$ cat src/rtl/decode_stage.sv
// Decode stage: register-file read with write-through bypass, control decode,
// early beq/j resolution with fetch redirect and wrong-path squash.
module decode_stage #(
  parameter int SQUASH_SLOTS = 1,
  parameter int DATA_W       = 32
) (
  input  logic              clk,
  input  logic              rst,
  input  logic [31:0]       ir_i,
  input  logic [31:0]       npc_i,
  input  logic              id_en,
  input  logic              wb_we,
  input  logic [4:0]        wb_addr,
  input  logic [DATA_W-1:0] wb_data,
  output logic              pc_update,
  output logic [31:0]       pc_i,
  output logic              ex_valid,
  output logic [2:0]        ex_aluop,
  output logic [DATA_W-1:0] ex_a,
  output logic [DATA_W-1:0] ex_b,
  output logic [31:0]       ex_imm,
  output logic [4:0]        ex_dst,
  output logic              ex_regwrite,
  output logic              ex_memread,
  output logic              ex_memwrite,
  output logic              ex_alusrc,
  output logic              illegal
);

  typedef enum logic {RUN, SQUASH} state_t;

  localparam logic [2:0] SLOTS = 3'(SQUASH_SLOTS);

  state_t state, state_nxt;
  logic [2:0] cnt, cnt_nxt;

  logic [DATA_W-1:0] rf [32];

  logic [5:0]  op, funct;
  logic [4:0]  rs, rt, rd;
  logic [25:0] tgt;
  logic [31:0] imm_sext;

  assign op       = ir_i[31:26];
  assign rs       = ir_i[25:21];
  assign rt       = ir_i[20:16];
  assign rd       = ir_i[15:11];
  assign funct    = ir_i[5:0];
  assign tgt      = ir_i[25:0];
  assign imm_sext = {{16{ir_i[15]}}, ir_i[15:0]};

  logic [DATA_W-1:0] rs_val, rt_val;

  // Writeback data is forwarded to a same-cycle read; r0 is hardwired to zero.
  always_comb begin
    rs_val = rf[rs];
    rt_val = rf[rt];
    if (wb_we && wb_addr == rs) rs_val = wb_data;
    if (wb_we && wb_addr == rt) rt_val = wb_data;
    if (rs == 5'd0) rs_val = '0;
    if (rt == 5'd0) rt_val = '0;
  end

  always_ff @(posedge clk or negedge rst) begin
    if (!rst) begin
      for (int i = 0; i < 32; i++) rf[i] <= '0;
    end else if (wb_we && wb_addr != 5'd0) begin
      rf[wb_addr] <= wb_data;
    end
  end

  logic [2:0] d_aluop;
  logic [4:0] d_dst;
  logic       d_rw, d_mr, d_mw, d_src;
  logic       dec_ok, dec_bad, is_beq, is_j;

  always_comb begin
    d_aluop = 3'd0;
    d_dst   = 5'd0;
    d_rw    = 1'b0;
    d_mr    = 1'b0;
    d_mw    = 1'b0;
    d_src   = 1'b0;
    dec_ok  = 1'b0;
    dec_bad = 1'b0;
    is_beq  = 1'b0;
    is_j    = 1'b0;
    case (op)
      6'h00: begin
        case (funct)
          6'h20: begin dec_ok = 1'b1; d_aluop = 3'd0; d_dst = rd; d_rw = 1'b1; end
          6'h22: begin dec_ok = 1'b1; d_aluop = 3'd1; d_dst = rd; d_rw = 1'b1; end
          6'h24: begin dec_ok = 1'b1; d_aluop = 3'd2; d_dst = rd; d_rw = 1'b1; end
          6'h25: begin dec_ok = 1'b1; d_aluop = 3'd3; d_dst = rd; d_rw = 1'b1; end
          6'h2A: begin dec_ok = 1'b1; d_aluop = 3'd4; d_dst = rd; d_rw = 1'b1; end
          6'h00: begin dec_ok = 1'b1; d_dst = rd; end
          default: dec_bad = 1'b1;
        endcase
      end
      6'h08: begin dec_ok = 1'b1; d_dst = rt; d_src = 1'b1; d_rw = 1'b1; end
      6'h23: begin dec_ok = 1'b1; d_dst = rt; d_src = 1'b1; d_rw = 1'b1; d_mr = 1'b1; end
      6'h2B: begin dec_ok = 1'b1; d_src = 1'b1; d_mw = 1'b1; end
      6'h04: is_beq = 1'b1;
      6'h02: is_j = 1'b1;
      default: dec_bad = 1'b1;
    endcase
  end

  logic        active, redirect;
  logic [31:0] target;

  assign active   = id_en && (state == RUN);
  assign redirect = active && (is_j || (is_beq && rs_val == rt_val));
  assign target   = is_j ? {npc_i[31:26], tgt} : npc_i + imm_sext;

  // Squash counts only cycles that actually carry a fetched instruction.
  always_comb begin
    state_nxt = state;
    cnt_nxt   = cnt;
    case (state)
      RUN: begin
        if (redirect && SLOTS != 3'd0) begin
          state_nxt = SQUASH;
          cnt_nxt   = SLOTS;
        end
      end
      SQUASH: begin
        if (cnt == 3'd0) begin
          state_nxt = RUN;
        end else if (id_en) begin
          cnt_nxt = cnt - 3'd1;
          if (cnt == 3'd1) state_nxt = RUN;
        end
      end
      default: state_nxt = RUN;
    endcase
  end

  always_ff @(posedge clk or negedge rst) begin
    if (!rst) begin
      state <= RUN;
      cnt   <= 3'd0;
    end else begin
      state <= state_nxt;
      cnt   <= cnt_nxt;
    end
  end

  always_ff @(posedge clk or negedge rst) begin
    if (!rst) begin
      pc_update   <= 1'b0;
      pc_i        <= '0;
      ex_valid    <= 1'b0;
      illegal     <= 1'b0;
      ex_aluop    <= '0;
      ex_a        <= '0;
      ex_b        <= '0;
      ex_imm      <= '0;
      ex_dst      <= '0;
      ex_regwrite <= 1'b0;
      ex_memread  <= 1'b0;
      ex_memwrite <= 1'b0;
      ex_alusrc   <= 1'b0;
    end else begin
      pc_update <= redirect;
      ex_valid  <= active && dec_ok;
      illegal   <= active && dec_bad;
      if (redirect) pc_i <= target;
      // Bubbles, squashed slots and control/illegal ops leave the bundle fields untouched.
      if (active && dec_ok) begin
        ex_aluop    <= d_aluop;
        ex_a        <= rs_val;
        ex_b        <= rt_val;
        ex_imm      <= imm_sext;
        ex_dst      <= d_dst;
        ex_regwrite <= d_rw;
        ex_memread  <= d_mr;
        ex_memwrite <= d_mw;
        ex_alusrc   <= d_src;
      end
    end
  end

endmodule

$ cat config.mk
export PLATFORM = sky130hd
export DESIGN_NAME = decode_stage
export DESIGN_NICKNAME = d
export VERILOG_FILES = /design/src/rtl/decode_stage.sv
export SDC_FILE = /design/constraint.sdc
export NUM_CORES = 2
export LEC_CHECK = 0
export CELL_PAD_IN_SITES_DETAIL_PLACEMENT = 1
export CELL_PAD_IN_SITES_GLOBAL_PLACEMENT = 1
export CORE_MARGIN = 1
export CORE_UTILIZATION = 40
export DETAILED_ROUTE_END_ITERATION = 8
export MAX_ROUTING_LAYER = met4
export PLACE_DENSITY_LB_ADDON = 0.1
export RECOVER_POWER = 25
export SETUP_SLACK_MARGIN = 0.05
export SLEW_MARGIN = 20
export SYNTH_ARGS = -nofsm -noshare
export SYNTH_HDL_FRONTEND = slang
export SYNTH_SLANG_ARGS = --single-unit
$ cat constraint.sdc
create_clock -name clk -period 10.6 [get_ports clk]
set_input_delay 1.59 -clock clk [delete_from_list [all_inputs] [get_ports clk]]
set_output_delay 1.59 -clock clk [all_outputs]
set_load 0.02 [all_outputs]
==> flow_metrics.env <==
export IMPL_netlist_cell_type_count=81
export IMPL_starting_density_of_the_core_pct=40.4
export IMPL_yosysSeqAreaShare_pct=46.3
export IMPL_detailroute_via_count=42600
export IMPL_switching_fraction_of_total_power_pct=30.0
export IMPL_postSynthCellCount=4469
export IMPL_finalNetCount=4680
export IMPL_postCtsResizedCells=0
export IMPL_drt_antenna_violating_nets=0
export IMPL_grt_use_total_pct=32.1
export IMPL_yosysTopAreaCellShare_pct=46.3
export IMPL_fmax_mhz=135
export IMPL_syn2layout_area_growth_pct=14.0
export IMPL_cts_root_buf="sky130_fd_sc_hd__clkbuf_16"
export IMPL_static_power_due_to_leakage_nw=30.5
export IMPL_number_of_drc_violations_after_detailed_routing=0
export IMPL_clock_path_buffers=3
export IMPL_timing_final_crit_share_pct=69.9
export IMPL_post_place_ws_ns=2.65
export IMPL_numClockSinks=1155
export IMPL_h_tree_depth=4
export IMPL_hold_buffers=0
export IMPL_initialDrtViolationCount=3685
export IMPL_most_numerous_cell_in_the_yosys_netlist="sky130_fd_sc_hd__dfrtp_1"
export IMPL_ys_top_cells_by_area="sky130_fd_sc_hd__dfrtp_1, sky130_fd_sc_hd__mux2_2, sky130_fd_sc_hd__mux4_2, sky130_fd_sc_hd__mux2i_1, sky130_fd_sc_hd__nand2_1"
export IMPL_yosysTopAreaCell="sky130_fd_sc_hd__dfrtp_1"
export IMPL_ios=248
export IMPL_worst_ir_drop_vdd_v=0.000139
export IMPL_clock_insertion_delay_at_the_later_pin_of_the_skew_report_ns=0.81
export IMPL_power_density_nw_per_um2=197
export IMPL_synth_warnings=0
export IMPL_synthesis_area_per_instance_sq_um=14.0
export IMPL_hp_class="flop to flop"
export IMPL_fin_crit_ns=7.41
export IMPL_seq_power_share_pct=42.5
export IMPL_route_detailed_wl_per_inst_um=36.4
export IMPL_core_area_sq_um=155000
export IMPL_port_buffer_count=247
export IMPL_pin_count_of_the_biggest_net_entering_global_routing=166
export IMPL_grt_pass1_vias=44200
export IMPL_row_count=144
export IMPL_tritoncts_num_buffers=139
export IMPL_synth_commonest_cells="sky130_fd_sc_hd__dfrtp_1, sky130_fd_sc_hd__mux2_2, sky130_fd_sc_hd__mux4_2, sky130_fd_sc_hd__nand2_1, sky130_fd_sc_hd__clkbuf_1"
export IMPL_ys_flop_type="sky130_fd_sc_hd__dfrtp_1"
export IMPL_share_comb_of_total_power_pct=23.1
export IMPL_grt_pass1_wl_um=349000
export IMPL_setup_total_negative_slack_ns=0
export IMPL_tightestPinTransition_ns=3.36
export IMPL_worst_path_max_fanout=36
export IMPL_post_route_worst_setup_slack_ns=3.19
export IMPL_worst_endpoint_arrival_ns=8.08
export IMPL_routed_wl_um=244000
export IMPL_critical_path_required_ns=11.27
export IMPL_worst_setup_end_kind="flop"
export IMPL_criticalPathCategory="input pin to flop"
export IMPL_place_detailed_hpwl_um=148000
export IMPL_post_drt_via_cell_ratio=6.37
export IMPL_ys_ff_latch=1155
export IMPL_violations_in_the_final_reports="max-capacitance violations, max-slew violations"
export IMPL_mappedNetlistNets=4609
export IMPL_number_of_iterations_in_the_first_detailed_routing_pass=8
export IMPL_clock_skew_final_ns=0.0275
export IMPL_slew_viol_final=149
export IMPL_drv_cap=3
export IMPL_synth_edf_count=0
export IMPL_place_congestion=0.864
export IMPL_outcome="finished, violations left"
export IMPL_syn_area_sq_um=62500
export IMPL_cts_setup_buffers=0
export IMPL_grt_antenna_before_repair=7
export IMPL_share_of_synthesized_flip_flops_with_an_asynchronous_set_or_reset_pct=100
export IMPL_timing_final_hold_violations=0
export IMPL_die_width_um=397
export IMPL_setup_violations=0
export IMPL_power_report_internal_total_mw=9.84
export IMPL_total_switching_power_mw=4.21
export IMPL_die_area_sq_um=158000
export IMPL_maxSlewHeadroom_pct=-124
export IMPL_final_layout_size_suffix_gt1_share_pct=42.5
export IMPL_clkPwrFrac_pct=34.4
export IMPL_clkTransAtPathRegs_ns=0.06
export IMPL_overflow=0
export IMPL_die_height_um=397
export IMPL_fillCellCount=15300
export IMPL_rsz0062_at_grt="no"
export IMPL_cts_tree="yes"
export IMPL_worst_setup_path_start_kind="input pin"
power by group through the flow:
stage | combinational, mW | clock, mW | sequential [mW]
2_1_floorplan | 2.08 | 0 | 5.87
3_3_place_gp | 3.19 | 0 | 5.97
3_5_place_dp | 3.24 | 0 | 6.02
4_1_cts | 3.26 | 4.93 | 5.95
5_1_grt | 3.45 | 5.09 | 6.07
6_report | 3.25 | 4.83 | 5.96
layout by cell type, fill, tap and decap left out, drive strengths merged, types with 53 or more instances in the layout:
cell type	count
nand2	262
clkbuf	212
mux2	1056
mux2i	116
clkdlybuf4s50	236
a21oi	78
mux4	484
dfrtp	1155
o21ai	100
nor2	125
nand3	53
a22oi	74
buf	159
cell families (layout without fill, tap and decap cells):
logic type | count (synthesis) | after routing | share of synthesized area, %
compound gates | 480 | 480 | 5.30
xor+xnor | 67 | 67 | 0.940
simple gates | 584 | 584 | 4.26
mux | 1656 | 1656 | 38.6
fa+ha+maj | 35 | 35 | 0.713
other cells | 0 | 1 | 0
flops | 1155 | 1155 | 46.3
buf+inv | 492 | 667 | 3.93
final cells by class:
cell class                 count  area, sq um  area share, %
clock buffer                 209         4080           5.74
clock inverter                36          450          0.633
antenna                        1         2.50        0.00351
sequential                  1155        28900           40.6
timing repair buffer         398         3730           5.25
tap                         2044         2560           3.59
inverter                      24         91.3          0.128
multi-input combinational   2822        31400           44.1
state kept, by name, indices dropped and copies added, names as in the netlist:
register,count
cnt,3
ex_a,32
ex_aluop,3
ex_alusrc,1
ex_b,32
ex_dst,5
ex_imm,16
ex_memread,1
ex_memwrite,1
ex_regwrite,1
ex_valid,1
illegal,1
pc_i,32
pc_update,1
rf,1024
state,1
metrics by stage:
step	instances	cell area [sq um]	utilization (%)	power [mW]	hold WS, ns
after global placement	6441	66600	43.1	9.17	0.377
after global routing	6688	71200	46.1	14.6	0.408
after floorplan	4469	62500	-	7.95	0.438
after CTS	6687	71200	46.0	14.1	0.397
final	6689	71200	46.1	14.0	0.395
after detailed placement	6442	66700	43.1	9.26	0.383
final timing paths:
path	from	to	slack (ns)	depth (start not counted)
max	wb_addr[4]	pc_i[31]$_DFFE_PN0P_	3.19	13
min	rf[1020]$_DFFE_PN0P_	rf[1020]$_DFFE_PN0P_	0.40	0
max reg2reg	rf[831]$_DFFE_PN0P_	pc_i[31]$_DFFE_PN0P_	5.62	12
min reg2reg	rf[1020]$_DFFE_PN0P_	rf[1020]$_DFFE_PN0P_	0.40	0
max in group asynchronous	rst	rf[0]$_DFFE_PN0P_	5.78	3
min in group asynchronous	rst	rf[217]$_DFFE_PN0P_	0.79	1
critical path, stage by stage:
cell and delay [ns]:
sky130_fd_sc_hd__clkdlybuf4s50_1 0.71, sky130_fd_sc_hd__xnor2_1 0.18, sky130_fd_sc_hd__nand4_1 0.41, sky130_fd_sc_hd__or2_1 0.82, sky130_fd_sc_hd__nor2_4 1.12, sky130_fd_sc_hd__a32oi_1 0.19, sky130_fd_sc_hd__xor2_1 0.28, sky130_fd_sc_hd__nor4_1 0.68
sky130_fd_sc_hd__and4_1 0.48, sky130_fd_sc_hd__nand4_1 0.33, sky130_fd_sc_hd__o21ai_4 0.23, sky130_fd_sc_hd__buf_4 0.57, sky130_fd_sc_hd__mux2_2 0.40
layer usage:
metal,track usage (%),wire [um]
met5,-,0
met4,9.79,7740
met3,5.23,15100
met2,48.1,112000
met1,44.9,109000
(Power assumes the default switching activity.)
